$ cat config.mk
export PLATFORM = sky130hd
export DESIGN_NAME = wb_stage_flat
export DESIGN_NICKNAME = d
export VERILOG_FILES = /design/src/rtl/wb_stage_pkg.sv /design/src/rtl/wb_stage_if.sv /design/src/rtl/wb_load_align.sv /design/src/rtl/wb_stage.sv /design/src/flat_wrapper.sv
export SDC_FILE = /design/constraint.sdc
export NUM_CORES = 1
export LEC_CHECK = 0
export BUFFER_PORTS_ARGS = -buffer_cell sky130_fd_sc_hd__clkbuf_2
export CAP_MARGIN = 20
export CELL_PAD_IN_SITES_DETAIL_PLACEMENT = 0
export CELL_PAD_IN_SITES_GLOBAL_PLACEMENT = 1
export CORE_UTILIZATION = 33
export DETAILED_ROUTE_END_ITERATION = 8
export PLACE_DENSITY = 0.75
export SETUP_SLACK_MARGIN = 0.02
export SYNTH_ARGS = -nofsm -noshare
export SYNTH_HDL_FRONTEND = slang
export SYNTH_SLANG_ARGS = --single-unit
$ cat constraint.sdc
create_clock -name wb_clk -period 3.6 [get_ports wb_clk]
set_input_delay 1.08 -clock wb_clk [delete_from_list [all_inputs] [get_ports wb_clk]]
set_output_delay 1.08 -clock wb_clk [all_outputs]
set_load 0.02 [all_outputs]
$ cat src/rtl/wb_stage_pkg.sv
// Shared opcode/funct3 definitions for the writeback stage and its load aligner.
// Opcode is one-hot; OPC_LOAD marks a memory load.
package wb_stage_pkg;

  localparam int OPCODE_WIDTH = 11;

  localparam int OPC_RTYPE  = 0;
  localparam int OPC_ITYPE  = 1;
  localparam int OPC_LOAD   = 2;
  localparam int OPC_STORE  = 3;
  localparam int OPC_BRANCH = 4;
  localparam int OPC_JAL    = 5;
  localparam int OPC_JALR   = 6;
  localparam int OPC_LUI    = 7;
  localparam int OPC_AUIPC  = 8;
  localparam int OPC_SYSTEM = 9;
  localparam int OPC_FENCE  = 10;

  localparam logic [2:0] F3_LB  = 3'b000;
  localparam logic [2:0] F3_LH  = 3'b001;
  localparam logic [2:0] F3_LW  = 3'b010;
  localparam logic [2:0] F3_LBU = 3'b100;
  localparam logic [2:0] F3_LHU = 3'b101;

endpackage

$ cat src/rtl/wb_stage_if.sv
// Bus between mem_stage (master) and wb_stage (slave), plus the regfile/forwarding outputs.
interface wb_stage_if
  import wb_stage_pkg::*;
#(
  parameter int DWIDTH      = 32,
  parameter int AWIDTH      = 5,
  parameter int FUNCT_WIDTH = 3,
  parameter int CNT_WIDTH   = 64
);
  logic                    wb_i_ce;
  logic                    wb_i_stall;
  logic                    wb_i_flush;
  logic [OPCODE_WIDTH-1:0] wb_i_opcode;
  logic [FUNCT_WIDTH-1:0]  wb_i_funct3;
  logic [1:0]              wb_i_addr_lsb;
  logic [AWIDTH-1:0]       wb_i_rd_addr;
  logic [DWIDTH-1:0]       wb_i_rd_data;
  logic                    wb_i_rd_we;
  logic [DWIDTH-1:0]       wb_i_load_data;

  logic [AWIDTH-1:0]       wb_o_rd_addr;
  logic [DWIDTH-1:0]       wb_o_rd_data;
  logic                    wb_o_rd_we;
  logic                    wb_o_ce;
  logic                    wb_o_load_err;
  logic [CNT_WIDTH-1:0]    wb_o_instret;

  modport master (
    output wb_i_ce, wb_i_stall, wb_i_flush, wb_i_opcode, wb_i_funct3,
           wb_i_addr_lsb, wb_i_rd_addr, wb_i_rd_data, wb_i_rd_we, wb_i_load_data,
    input  wb_o_rd_addr, wb_o_rd_data, wb_o_rd_we, wb_o_ce, wb_o_load_err,
           wb_o_instret
  );

  modport slave (
    input  wb_i_ce, wb_i_stall, wb_i_flush, wb_i_opcode, wb_i_funct3,
           wb_i_addr_lsb, wb_i_rd_addr, wb_i_rd_data, wb_i_rd_we, wb_i_load_data,
    output wb_o_rd_addr, wb_o_rd_data, wb_o_rd_we, wb_o_ce, wb_o_load_err,
           wb_o_instret
  );
endinterface

$ cat src/rtl/wb_load_align.sv
// Combinational load lane select and sign/zero extension with alignment/encoding check.
// Kept standalone so a store-side checker can reuse the same alignment rules.
module wb_load_align
  import wb_stage_pkg::*;
#(
  parameter int DWIDTH      = 32,
  parameter int FUNCT_WIDTH = 3
) (
  input  logic [FUNCT_WIDTH-1:0] i_funct3,
  input  logic [1:0]             i_addr_lsb,
  input  logic [DWIDTH-1:0]      i_word,
  output logic [DWIDTH-1:0]      o_data,
  output logic                   o_err
);

  logic [7:0]  w_byte;
  logic [15:0] w_half;

  assign w_byte = i_word[{i_addr_lsb, 3'b000} +: 8];
  assign w_half = i_word[{i_addr_lsb[1], 4'b0000} +: 16];

  always_comb begin
    o_data = '0;
    o_err  = 1'b0;
    case (i_funct3)
      F3_LB:  o_data = {{(DWIDTH-8){w_byte[7]}}, w_byte};
      F3_LBU: o_data = {{(DWIDTH-8){1'b0}}, w_byte};
      F3_LH: begin
        o_data = {{(DWIDTH-16){w_half[15]}}, w_half};
        o_err  = i_addr_lsb[0];
      end
      F3_LHU: begin
        o_data = {{(DWIDTH-16){1'b0}}, w_half};
        o_err  = i_addr_lsb[0];
      end
      F3_LW: begin
        o_data = i_word;
        o_err  = |i_addr_lsb;
      end
      default: o_err = 1'b1;
    endcase
  end

endmodule

$ cat src/rtl/wb_stage.sv
// Writeback stage: selects load or ALU result, drives the regfile write port one cycle later,
// and counts retired instructions.
module wb_stage
  import wb_stage_pkg::*;
#(
  parameter int DWIDTH      = 32,
  parameter int AWIDTH      = 5,
  parameter int FUNCT_WIDTH = 3,
  parameter int CNT_WIDTH   = 64
) (
  input  logic       wb_clk,
  input  logic       wb_rst,
  wb_stage_if.slave  bus
);

  logic                 w_acc;
  logic                 w_is_load;
  logic [DWIDTH-1:0]    w_load_data;
  logic                 w_align_err;
  logic                 w_load_err;
  logic [DWIDTH-1:0]    w_result;
  logic                 w_we;

  logic [AWIDTH-1:0]    r_rd_addr;
  logic [DWIDTH-1:0]    r_rd_data;
  logic                 r_rd_we;
  logic                 r_ce;
  logic                 r_load_err;
  logic [CNT_WIDTH-1:0] r_instret;

  wb_load_align #(
    .DWIDTH      (DWIDTH),
    .FUNCT_WIDTH (FUNCT_WIDTH)
  ) u_align (
    .i_funct3   (bus.wb_i_funct3),
    .i_addr_lsb (bus.wb_i_addr_lsb),
    .i_word     (bus.wb_i_load_data),
    .o_data     (w_load_data),
    .o_err      (w_align_err)
  );

  assign w_acc      = bus.wb_i_ce & ~bus.wb_i_stall & ~bus.wb_i_flush;
  assign w_is_load  = bus.wb_i_opcode[OPC_LOAD];
  assign w_load_err = w_is_load & w_align_err;

  // A faulting load writes zero so a stale value never reaches the forwarding path.
  assign w_result = !w_is_load ? bus.wb_i_rd_data :
                    w_load_err ? '0 : w_load_data;
  assign w_we     = bus.wb_i_rd_we & (|bus.wb_i_rd_addr) & ~w_load_err;

  always_ff @(posedge wb_clk or posedge wb_rst) begin
    if (wb_rst) begin
      r_rd_addr  <= '0;
      r_rd_data  <= '0;
      r_rd_we    <= 1'b0;
      r_ce       <= 1'b0;
      r_load_err <= 1'b0;
      r_instret  <= '0;
    end else if (bus.wb_i_flush) begin
      r_ce       <= 1'b0;
      r_rd_we    <= 1'b0;
      r_load_err <= 1'b0;
    end else if (bus.wb_i_stall) begin
      // Hold the payload but drop the pulses so each instruction writes once.
      r_rd_we    <= 1'b0;
      r_load_err <= 1'b0;
    end else if (w_acc) begin
      r_rd_addr  <= bus.wb_i_rd_addr;
      r_rd_data  <= w_result;
      r_rd_we    <= w_we;
      r_ce       <= 1'b1;
      r_load_err <= w_load_err;
      r_instret  <= r_instret + CNT_WIDTH'(1);
    end else begin
      r_ce       <= 1'b0;
      r_rd_we    <= 1'b0;
      r_load_err <= 1'b0;
    end
  end

  assign bus.wb_o_rd_addr  = r_rd_addr;
  assign bus.wb_o_rd_data  = r_rd_data;
  assign bus.wb_o_rd_we    = r_rd_we;
  assign bus.wb_o_ce       = r_ce;
  assign bus.wb_o_load_err = r_load_err;
  assign bus.wb_o_instret  = r_instret;

endmodule

$ cat src/flat_wrapper.sv
// flat-port wrapper written by rule: the top's interface ports become plain ports
module wb_stage_flat import wb_stage_pkg::*;
#(
  parameter int DWIDTH      = 32,
  parameter int AWIDTH      = 5,
  parameter int FUNCT_WIDTH = 3,
  parameter int CNT_WIDTH   = 64
)
  (wb_clk, wb_rst, bus_wb_i_ce, bus_wb_i_stall, bus_wb_i_flush, bus_wb_i_opcode, bus_wb_i_funct3, bus_wb_i_addr_lsb, bus_wb_i_rd_addr, bus_wb_i_rd_data, bus_wb_i_rd_we, bus_wb_i_load_data, bus_wb_o_rd_addr, bus_wb_o_rd_data, bus_wb_o_rd_we, bus_wb_o_ce, bus_wb_o_load_err, bus_wb_o_instret);
  wb_stage_if #(.DWIDTH(DWIDTH), .AWIDTH(AWIDTH), .FUNCT_WIDTH(FUNCT_WIDTH), .CNT_WIDTH(CNT_WIDTH)) bus_i ();
  input  logic wb_clk;
  input  logic wb_rst;
  input wire logic [$bits(bus_i.wb_i_ce)-1:0] bus_wb_i_ce;
  input wire logic [$bits(bus_i.wb_i_stall)-1:0] bus_wb_i_stall;
  input wire logic [$bits(bus_i.wb_i_flush)-1:0] bus_wb_i_flush;
  input wire logic [$bits(bus_i.wb_i_opcode)-1:0] bus_wb_i_opcode;
  input wire logic [$bits(bus_i.wb_i_funct3)-1:0] bus_wb_i_funct3;
  input wire logic [$bits(bus_i.wb_i_addr_lsb)-1:0] bus_wb_i_addr_lsb;
  input wire logic [$bits(bus_i.wb_i_rd_addr)-1:0] bus_wb_i_rd_addr;
  input wire logic [$bits(bus_i.wb_i_rd_data)-1:0] bus_wb_i_rd_data;
  input wire logic [$bits(bus_i.wb_i_rd_we)-1:0] bus_wb_i_rd_we;
  input wire logic [$bits(bus_i.wb_i_load_data)-1:0] bus_wb_i_load_data;
  output wire logic [$bits(bus_i.wb_o_rd_addr)-1:0] bus_wb_o_rd_addr;
  output wire logic [$bits(bus_i.wb_o_rd_data)-1:0] bus_wb_o_rd_data;
  output wire logic [$bits(bus_i.wb_o_rd_we)-1:0] bus_wb_o_rd_we;
  output wire logic [$bits(bus_i.wb_o_ce)-1:0] bus_wb_o_ce;
  output wire logic [$bits(bus_i.wb_o_load_err)-1:0] bus_wb_o_load_err;
  output wire logic [$bits(bus_i.wb_o_instret)-1:0] bus_wb_o_instret;
  assign bus_i.wb_i_ce = bus_wb_i_ce;
  assign bus_i.wb_i_stall = bus_wb_i_stall;
  assign bus_i.wb_i_flush = bus_wb_i_flush;
  assign bus_i.wb_i_opcode = bus_wb_i_opcode;
  assign bus_i.wb_i_funct3 = bus_wb_i_funct3;
  assign bus_i.wb_i_addr_lsb = bus_wb_i_addr_lsb;
  assign bus_i.wb_i_rd_addr = bus_wb_i_rd_addr;
  assign bus_i.wb_i_rd_data = bus_wb_i_rd_data;
  assign bus_i.wb_i_rd_we = bus_wb_i_rd_we;
  assign bus_i.wb_i_load_data = bus_wb_i_load_data;
  assign bus_wb_o_rd_addr = bus_i.wb_o_rd_addr;
  assign bus_wb_o_rd_data = bus_i.wb_o_rd_data;
  assign bus_wb_o_rd_we = bus_i.wb_o_rd_we;
  assign bus_wb_o_ce = bus_i.wb_o_ce;
  assign bus_wb_o_load_err = bus_i.wb_o_load_err;
  assign bus_wb_o_instret = bus_i.wb_o_instret;
  wb_stage #(.DWIDTH(DWIDTH), .AWIDTH(AWIDTH), .FUNCT_WIDTH(FUNCT_WIDTH), .CNT_WIDTH(CNT_WIDTH)) u_core (.wb_clk(wb_clk), .wb_rst(wb_rst), .bus(bus_i));
endmodule
==> results of run 1 <==
registers in the layout, summed over array words and instances (netlist names):
signal	count
u_core.bus.wb_o_ce	1
u_core.bus.wb_o_instret	64
u_core.bus.wb_o_load_err	1
u_core.bus.wb_o_rd_addr	5
u_core.bus.wb_o_rd_data	32
u_core.bus.wb_o_rd_we	1
worst max-delay path by stage:
| stage | from | endpoint | slack [ps] | depth (start not counted) |
|---|---|---|---|---|
| 4_1_cts | bus_wb_i_flush | u_core.bus.wb_o_instret[35] | 840 | 6 |
| 6_report | bus_wb_i_flush | u_core.bus.wb_o_instret[35] | 840 | 6 |
| 3_5_place_dp | bus_wb_i_flush | u_core.bus.wb_o_instret[35] | 480 | 6 |
| 2_1_floorplan | bus_wb_i_stall | u_core.bus.wb_o_instret[43] | 970 | 6 |
| 3_3_place_gp | bus_wb_i_flush | u_core.bus.wb_o_instret[57] | 550 | 6 |
| 5_1_grt | bus_wb_i_flush | u_core.bus.wb_o_instret[57] | 720 | 6 |
worst max-delay path, cell delays in order:
cell and delay, ps:
clkbuf_2 130, and4bb_1 390, and4_1 430, nand3_2 390, nor4_1 430, xor2_1 180
power by group through the flow:
| stage | Sequential [mW] | Combinational, mW | Clock, mW |
|---|---|---|---|
| 3_5_place_dp | 1.36 | 0.538 | 0 |
| 2_1_floorplan | 1.47 | 0.197 | 0 |
| 6_report | 1.34 | 0.531 | 0.902 |
| 5_1_grt | 1.36 | 0.577 | 0.980 |
| 3_3_place_gp | 1.36 | 0.534 | 0 |
| 4_1_cts | 1.34 | 0.539 | 0.935 |
cell type report:
cell class | instances | share of cell area (%)
multi-input cells | 366 | 36.3
inverters | 41 | 2.34
well taps | 211 | 3.92
repair buffers | 192 | 14.9
flip-flops and latches | 104 | 38.6
clock buffers | 11 | 3.45
clock inverters | 4 | 0.445
cells by family (layout without fill, tap and decap cells):
| kind of cell | count (synthesis) | after routing | share of synthesized area, % |
|---|---|---|---|
| flip-flops | 104 | 104 | 49.1 |
| adder cells (fa/ha/maj) | 1 | 1 | 0.236 |
| AO/OA/AOI/OAI | 101 | 101 | 13.9 |
| multiplexers | 11 | 11 | 2.43 |
| XOR/XNOR | 63 | 63 | 10.5 |
| buffers and inverters | 67 | 248 | 4.88 |
| AND/OR/NAND/NOR | 190 | 190 | 18.9 |
placed cells by master (no fill, tap or decap), drive strengths merged, types with 2 or more instances in the layout:
cell type,instances
a222oi,3
mux2i,5
or2,3
a21oi,17
o21a,15
xnor2,34
o221ai,15
mux2,5
clkbuf,195
nor3b,6
nand2,65
nand3,19
nor2b,5
clkinvlp,2
o21bai,2
buf,8
a221oi,9
xor2,29
o22a,16
nand4,19
nor2,30
clkinv,2
a211oi,3
nor4,6
dfrtp,104
or4,2
inv,41
o21ai,16
and4,7
nor3,15
and3,3
and2,3
nand2b,3
routing by layer:
metal / GRT usage, % / vias up / wire (um)
met1: 24.9 / 2202 / 6780
met3: 3.20 / 23 / 729
li1: - / 2237 / -
met5: 0 / - / 0
met4: 7.75 / 0 / 381
met2: 30.9 / 133 / 7180
==> key figures, run 1 <==
Critical path
  – Critical path arrival: 3030 ps
  – Worst r2r src: u_core.bus.wb_o_instret[2]
  – Setup crit start kind: input pin
  – R2r setup slk: 1370 ps
  – CP Data Required Time: 3870 ps
  – Crit-path max FO: 17
  – FF-to-FF path depth: 5
  – WS Path Type: input pin to flop
  – Crit path capture type: flop
  – R2R Path End: u_core.bus.wb_o_instret[35]

Timing
  – Worst-margin pin slew: 829 ps
  – Tcrit/Tclk final: 76.7%
  – Fmax: 362 MHz
  – Final Critical Period: 2760 ps
  – Setup_tns: 0 ps
  – Final hold vios: 0
  – Setup violations, final: 0
  – Setup ws final: 837 ps
  – Worst Hold Slack: 477 ps
  – Relative slew slack: 44.6%
  – RSZ-0062 raised after global routing: no
  – Max-slew violations: 0
  – Final Skew: 5.81 ps

Pwr
  – Leakage: 3.35 nW
  – Seq pwr share: 48.3%
  – PwrDens: 412 mW/mm^2
  – Internal Power: 1.94 mW
  – Sw Share: 30.0%
  – Comb power frac: 19.2%
  – Worst vdd rail ir drop: 0.292 mV
  – Total power: 2.77 mW
  – Net Sw Power: 0.833 mW
  – Clk pwr share: 32.5%

Logic synthesis
  – Synth Cell Area: 0.00530 sq mm
  – Cells after Synth: 537
  – Post-synth ARST share: 100%
  – Synth top cells by count: dfrtp_1 (104), nand2_1 (64), inv_1 (41), xnor2_1 (33), nor2_1 (30)
  – Top cells by area, synth: dfrtp_1 (49%), xnor2_1 (5.5%), xor2_1 (4.8%)
  – Syn avg cell area: 9.87 sq um
  – Post-synthesis cell type count: 51
  – Number of flops mapped to enable cells by yosys: 0
  – Post-synthesis net count: 629
  – #FFs+latches synth: 104
  – Area leader, netlist: dfrtp_1
  – Synth top area share: 49.1%
  – Post-synthesis sequential area ratio: 49.1%
  – Top FF cell, synth: dfrtp_1
  – Top-count cell post-synth: dfrtp_1
  – Synth warn: 0

Clocking
  – Hold_buf cts: 0
  – CTS clk-pin slew, worst paths: 70 ps
  – CTS sink cnt: 104
  – CTS HTree Levels: 3
  – # resized after CTS: 0
  – CTS tree: yes
  – Clock buffer depth: 2
  – Root buf cell: clkbuf_16
  – Worst-skew pair later-pin latency: 340 ps
  – Setup Fix Bufs, Post-CTS: 0
  – Num CTS Buffers: 9

Worst hold path
  – Worst hold path class: flop to flop
  – Hold Path Sink: u_core.bus.wb_o_instret[63]
  – Worst hold path depth: 1
  – Hold_sp: u_core.bus.wb_o_instret[63]

Finish
  – Area occupied by multi-input gates: 0.00245 sq mm
  – P&R area growth vs syn: 27.1%
  – Number of antenna diodes: 0
  – Flip-flop and latch area: 0.00260 sq mm
  – Fin util: 43.7%
  – Share of cells above drive strength 1: 31.6%
  – Filler Cell Count: 1553
  – Finished Cell Area: 0.00674 sq mm
  – Fin nets: 806
  – Non-filler instance count after layout: 929

Global routing
  – Global-route wire length before repair: 24.2 mm
  – Overall routing resource usage: 18.9%
  – Vias in the first global route: 4546
  – Initial antenna violation count: 0
  – Grt total ovfl: 0
  – Largest net degree at the start of global routing: 73

Placement
  – Final HPWL DP: 11.6 mm
  – Routability cong.: 0.969
  – Number of buffers added on ports: 184
  – Pre-CTS WS: 484 ps
  – Post-place instance area: 0.00648 sq mm
  – Placed Cells incl. Taps: 914

Floorplan
  – Num rows: 45
  – Die area: 0.0166 sq mm
  – Boundary pin count: 195
  – Die width: 129 um
  – Core Area: 0.0154 sq mm
  – Starting Density: 34.4%
  – Die height: 129 um

Routing
  – DR pass1 iterations: 4
  – WL per Instance: 16.2 um
  – Via density: 4.95
  – Initial DRC Count: 224
  – Residual DRC: 0
  – Final wirelength: 15.1 mm
  – Antenna Nets Post-Route: 0
  – Vias after detailed routing: 4595

Status
  – Status: finished, final reports clean

Job
  – Max cap viols: 0
(Power assumes the default switching activity.)
==> run 2, diff against run 1 <==
--- a/config.mk
+++ b/config.mk
@@ -5,13 +5,14 @@
 export SDC_FILE = /design/constraint.sdc
 export NUM_CORES = 1
 export LEC_CHECK = 0
+export ABC_AREA = 1
 export BUFFER_PORTS_ARGS = -buffer_cell sky130_fd_sc_hd__clkbuf_2
 export CAP_MARGIN = 20
 export CELL_PAD_IN_SITES_DETAIL_PLACEMENT = 0
 export CELL_PAD_IN_SITES_GLOBAL_PLACEMENT = 1
 export CORE_UTILIZATION = 33
 export DETAILED_ROUTE_END_ITERATION = 8
-export PLACE_DENSITY = 0.75
+export PLACE_DENSITY = 0.76
 export SETUP_SLACK_MARGIN = 0.02
 export SYNTH_ARGS = -nofsm -noshare
 export SYNTH_HDL_FRONTEND = slang
==> constraint.sdc (replaced) <==
create_clock -name wb_clk -period 2.4 [get_ports wb_clk]
set_input_delay 0.72 -clock wb_clk [delete_from_list [all_inputs] [get_ports wb_clk]]
set_output_delay 0.72 -clock wb_clk [all_outputs]
set_load 0.02 [all_outputs]
==> key figures, run 2 <==
Status
  – Status: finished, final reports clean

Logic synthesis
  – Number of flops mapped to enable cells by yosys: 0
  – Area leader, netlist: dfrtp_1
  – Cells after Synth: 864
  – Top cells by area, synth: dfrtp_1 (41%), nand2_1 (14%), nor2_1 (7.3%)
  – Syn avg cell area: 7.27 sq um
  – Post-synthesis sequential area ratio: 41.5%
  – Post-synth ARST share: 100%
  – #FFs+latches synth: 104
  – Synth warn: 0
  – Top-count cell post-synth: nand2_1
  – Synth top area share: 41.5%
  – Post-synthesis net count: 956
  – Synth Cell Area: 0.00628 sq mm
  – Top FF cell, synth: dfrtp_1
  – Synth top cells by count: nand2_1 (241), nor2_1 (122), dfrtp_1 (104), inv_1 (86), a21oi_1 (56)
  – Post-synthesis cell type count: 37

Worst hold path
  – Worst hold path depth: 2
  – Hold Path Sink: u_core.bus.wb_o_rd_addr[1]
  – Worst hold path class: flop to flop
  – Hold_sp: u_core.bus.wb_o_rd_addr[1]

Global routing
  – Overall routing resource usage: 20.4%
  – Global-route wire length before repair: 31.2 mm
  – Grt total ovfl: 0
  – Largest net degree at the start of global routing: 105
  – Initial antenna violation count: 0
  – Vias in the first global route: 6025

Floorplan
  – Die area: 0.0196 sq mm
  – Core Area: 0.0187 sq mm
  – Die height: 140 um
  – Boundary pin count: 195
  – Starting Density: 33.6%
  – Num rows: 50
  – Die width: 140 um

Critical path
  – Setup crit start kind: input pin
  – CP max stage delay: 500 ps
  – CP max stage cell: clkinv_1
  – CP Data Required Time: 2650 ps
  – Critical path arrival: 2220 ps
  – FF-to-FF path depth: 8
  – Crit path capture type: flop
  – CP dominant cell by count: nand2_1
  – Crit-path max FO: 21
  – Worst r2r src: u_core.bus.wb_o_instret[0]
  – WS Path Type: input pin to flop
  – Crit-path cells: clkbuf_2 -> inv_1 -> nand2_2 -> clkinv_1 -> buf_4 -> nand2_1 -> nand3_1 -> nand2_1 -> a21oi_1
  – R2R Path End: u_core.bus.wb_o_instret[34]
  – R2r setup slk: 540 ps

Routing
  – DR pass1 iterations: 4
  – WL per Instance: 14.8 um
  – Final wirelength: 19.3 mm
  – Vias after detailed routing: 6125
  – Residual DRC: 0
  – Initial DRC Count: 222
  – Antenna Nets Post-Route: 0
  – Via density: 4.70

Clocking
  – CTS clk-pin slew, worst paths: 70 ps
  – Root buf cell: clkbuf_16
  – Clock buffer depth: 2
  – # resized after CTS: 0
  – Worst-skew pair later-pin latency: 350 ps
  – Setup Fix Bufs, Post-CTS: 0
  – CTS sink cnt: 104
  – Num CTS Buffers: 9
  – CTS tree: yes
  – Hold_buf cts: 0
  – CTS HTree Levels: 3

Pwr
  – Net Sw Power: 1.38 mW
  – Clk pwr share: 35.8%
  – Internal Power: 3.17 mW
  – Comb power frac: 19.6%
  – Leakage: 4.04 nW
  – Worst vdd rail ir drop: 0.302 mV
  – PwrDens: 574 mW/mm^2
  – Total power: 4.55 mW
  – Seq pwr share: 44.6%
  – Sw Share: 30.3%

Finish
  – Finished Cell Area: 0.00791 sq mm
  – Number of antenna diodes: 0
  – Max reg flops: 64
  – Most frequent cells in the layout: nand2_1 (241), clkbuf_2 (184), nor2_1 (122)
  – Fin nets: 1157
  – Leading cell type in the layout, fill and taps excluded: nand2_1
  – P&R area growth vs syn: 26.0%
  – Area occupied by multi-input gates: 0.00318 sq mm
  – Filler Cell Count: 2010
  – Flip-flop and latch area: 0.00260 sq mm
  – Share of cells above drive strength 1: 26.8%
  – Non-filler instance count after layout: 1304

Timing
  – Setup violations, final: 0
  – Final hold vios: 0
  – Worst-margin pin slew: 749 ps
  – Setup_tns: 0 ps
  – Setup ws final: 431 ps
  – Relative slew slack: 50.1%
  – Tcrit/Tclk final: 82.0%
  – Max-slew violations: 0
  – RSZ-0062 raised after global routing: no
  – Final Skew: 9.38 ps
  – Final Critical Period: 1970 ps
  – Fmax: 508 MHz

Placement
  – Post-place instance area: 0.00759 sq mm
  – Number of buffers added on ports: 184
  – Placed Cells incl. Taps: 1288
  – Final HPWL DP: 15.1 mm
  – Pre-CTS WS: 72.0 ps
  – Routability cong.: 0.885

Job
  – Max cap viols: 0
## run 2: metrics by stage
stage	hold WS (ps)	utilization, %
after CTS	490	42.3
after detailed placement	469	40.6
after floorplan	591	-
final	483	42.3
after global placement	462	40.6
after global routing	524	42.3
## run 2: kinds of logic (layout without fill, tap and decap cells)
kind of cell / after synthesis / in the layout / share of synthesized area, %
simple gates: 494 / 494 / 34.6
buf+inv: 116 / 322 / 7.97
compound gates: 103 / 103 / 9.39
xor+xnor: 46 / 46 / 6.42
flops: 104 / 104 / 41.5
fa+ha+maj: 1 / 1 / 0.199
## run 2: power groups by stage
stage,logic (mW),clock network (mW),registers [mW]
after floorplan,0.357,0,2.24
after CTS,0.903,1.67,2.03
final,0.889,1.63,2.03
after global routing,0.982,1.75,2.05
after detailed placement,0.903,0,2.06
after global placement,0.898,0,2.06
## run 2: layout make-up
type / instances / area share, %
multi-input cells: 644 / 40.1
flip-flops and latches: 104 / 32.9
repair buffers: 214 / 14.8
inverters: 92 / 4.41
well taps: 234 / 3.70
clock buffers: 12 / 3.11
clock inverters: 4 / 0.964
## run 2: worst max-delay path, delay by kind of cell
family / cells / cell delay [ps]
compound gates: 1 / 60
buf+inv: 4 / 1110
simple gates: 4 / 320
## run 2: worst max path at each step
stage / cells past startpoint / slack, ps / endpoint / from
after global routing: 8 / 240 / u_core.bus.wb_o_instret[34] / u_core.bus.wb_o_instret[0]
after floorplan: 1 / 430 / u_core.bus.wb_o_ce / wb_rst
final: 9 / 430 / u_core.bus.wb_o_rd_data[28] / bus_wb_i_funct3[0]
after global placement: 9 / 80 / u_core.bus.wb_o_instret[49] / bus_wb_i_flush
after detailed placement: 9 / 70 / u_core.bus.wb_o_instret[49] / bus_wb_i_flush
after CTS: 8 / 440 / u_core.bus.wb_o_instret[34] / bus_wb_i_flush
## run 2: per-layer routing
layer	track usage [%]	up-vias	wire [um]
li1	-	3145	-
met2	34.3	165	9090
met1	25.3	2799	8640
met5	0	-	0
met3	5.47	16	1230
met4	6.82	0	300
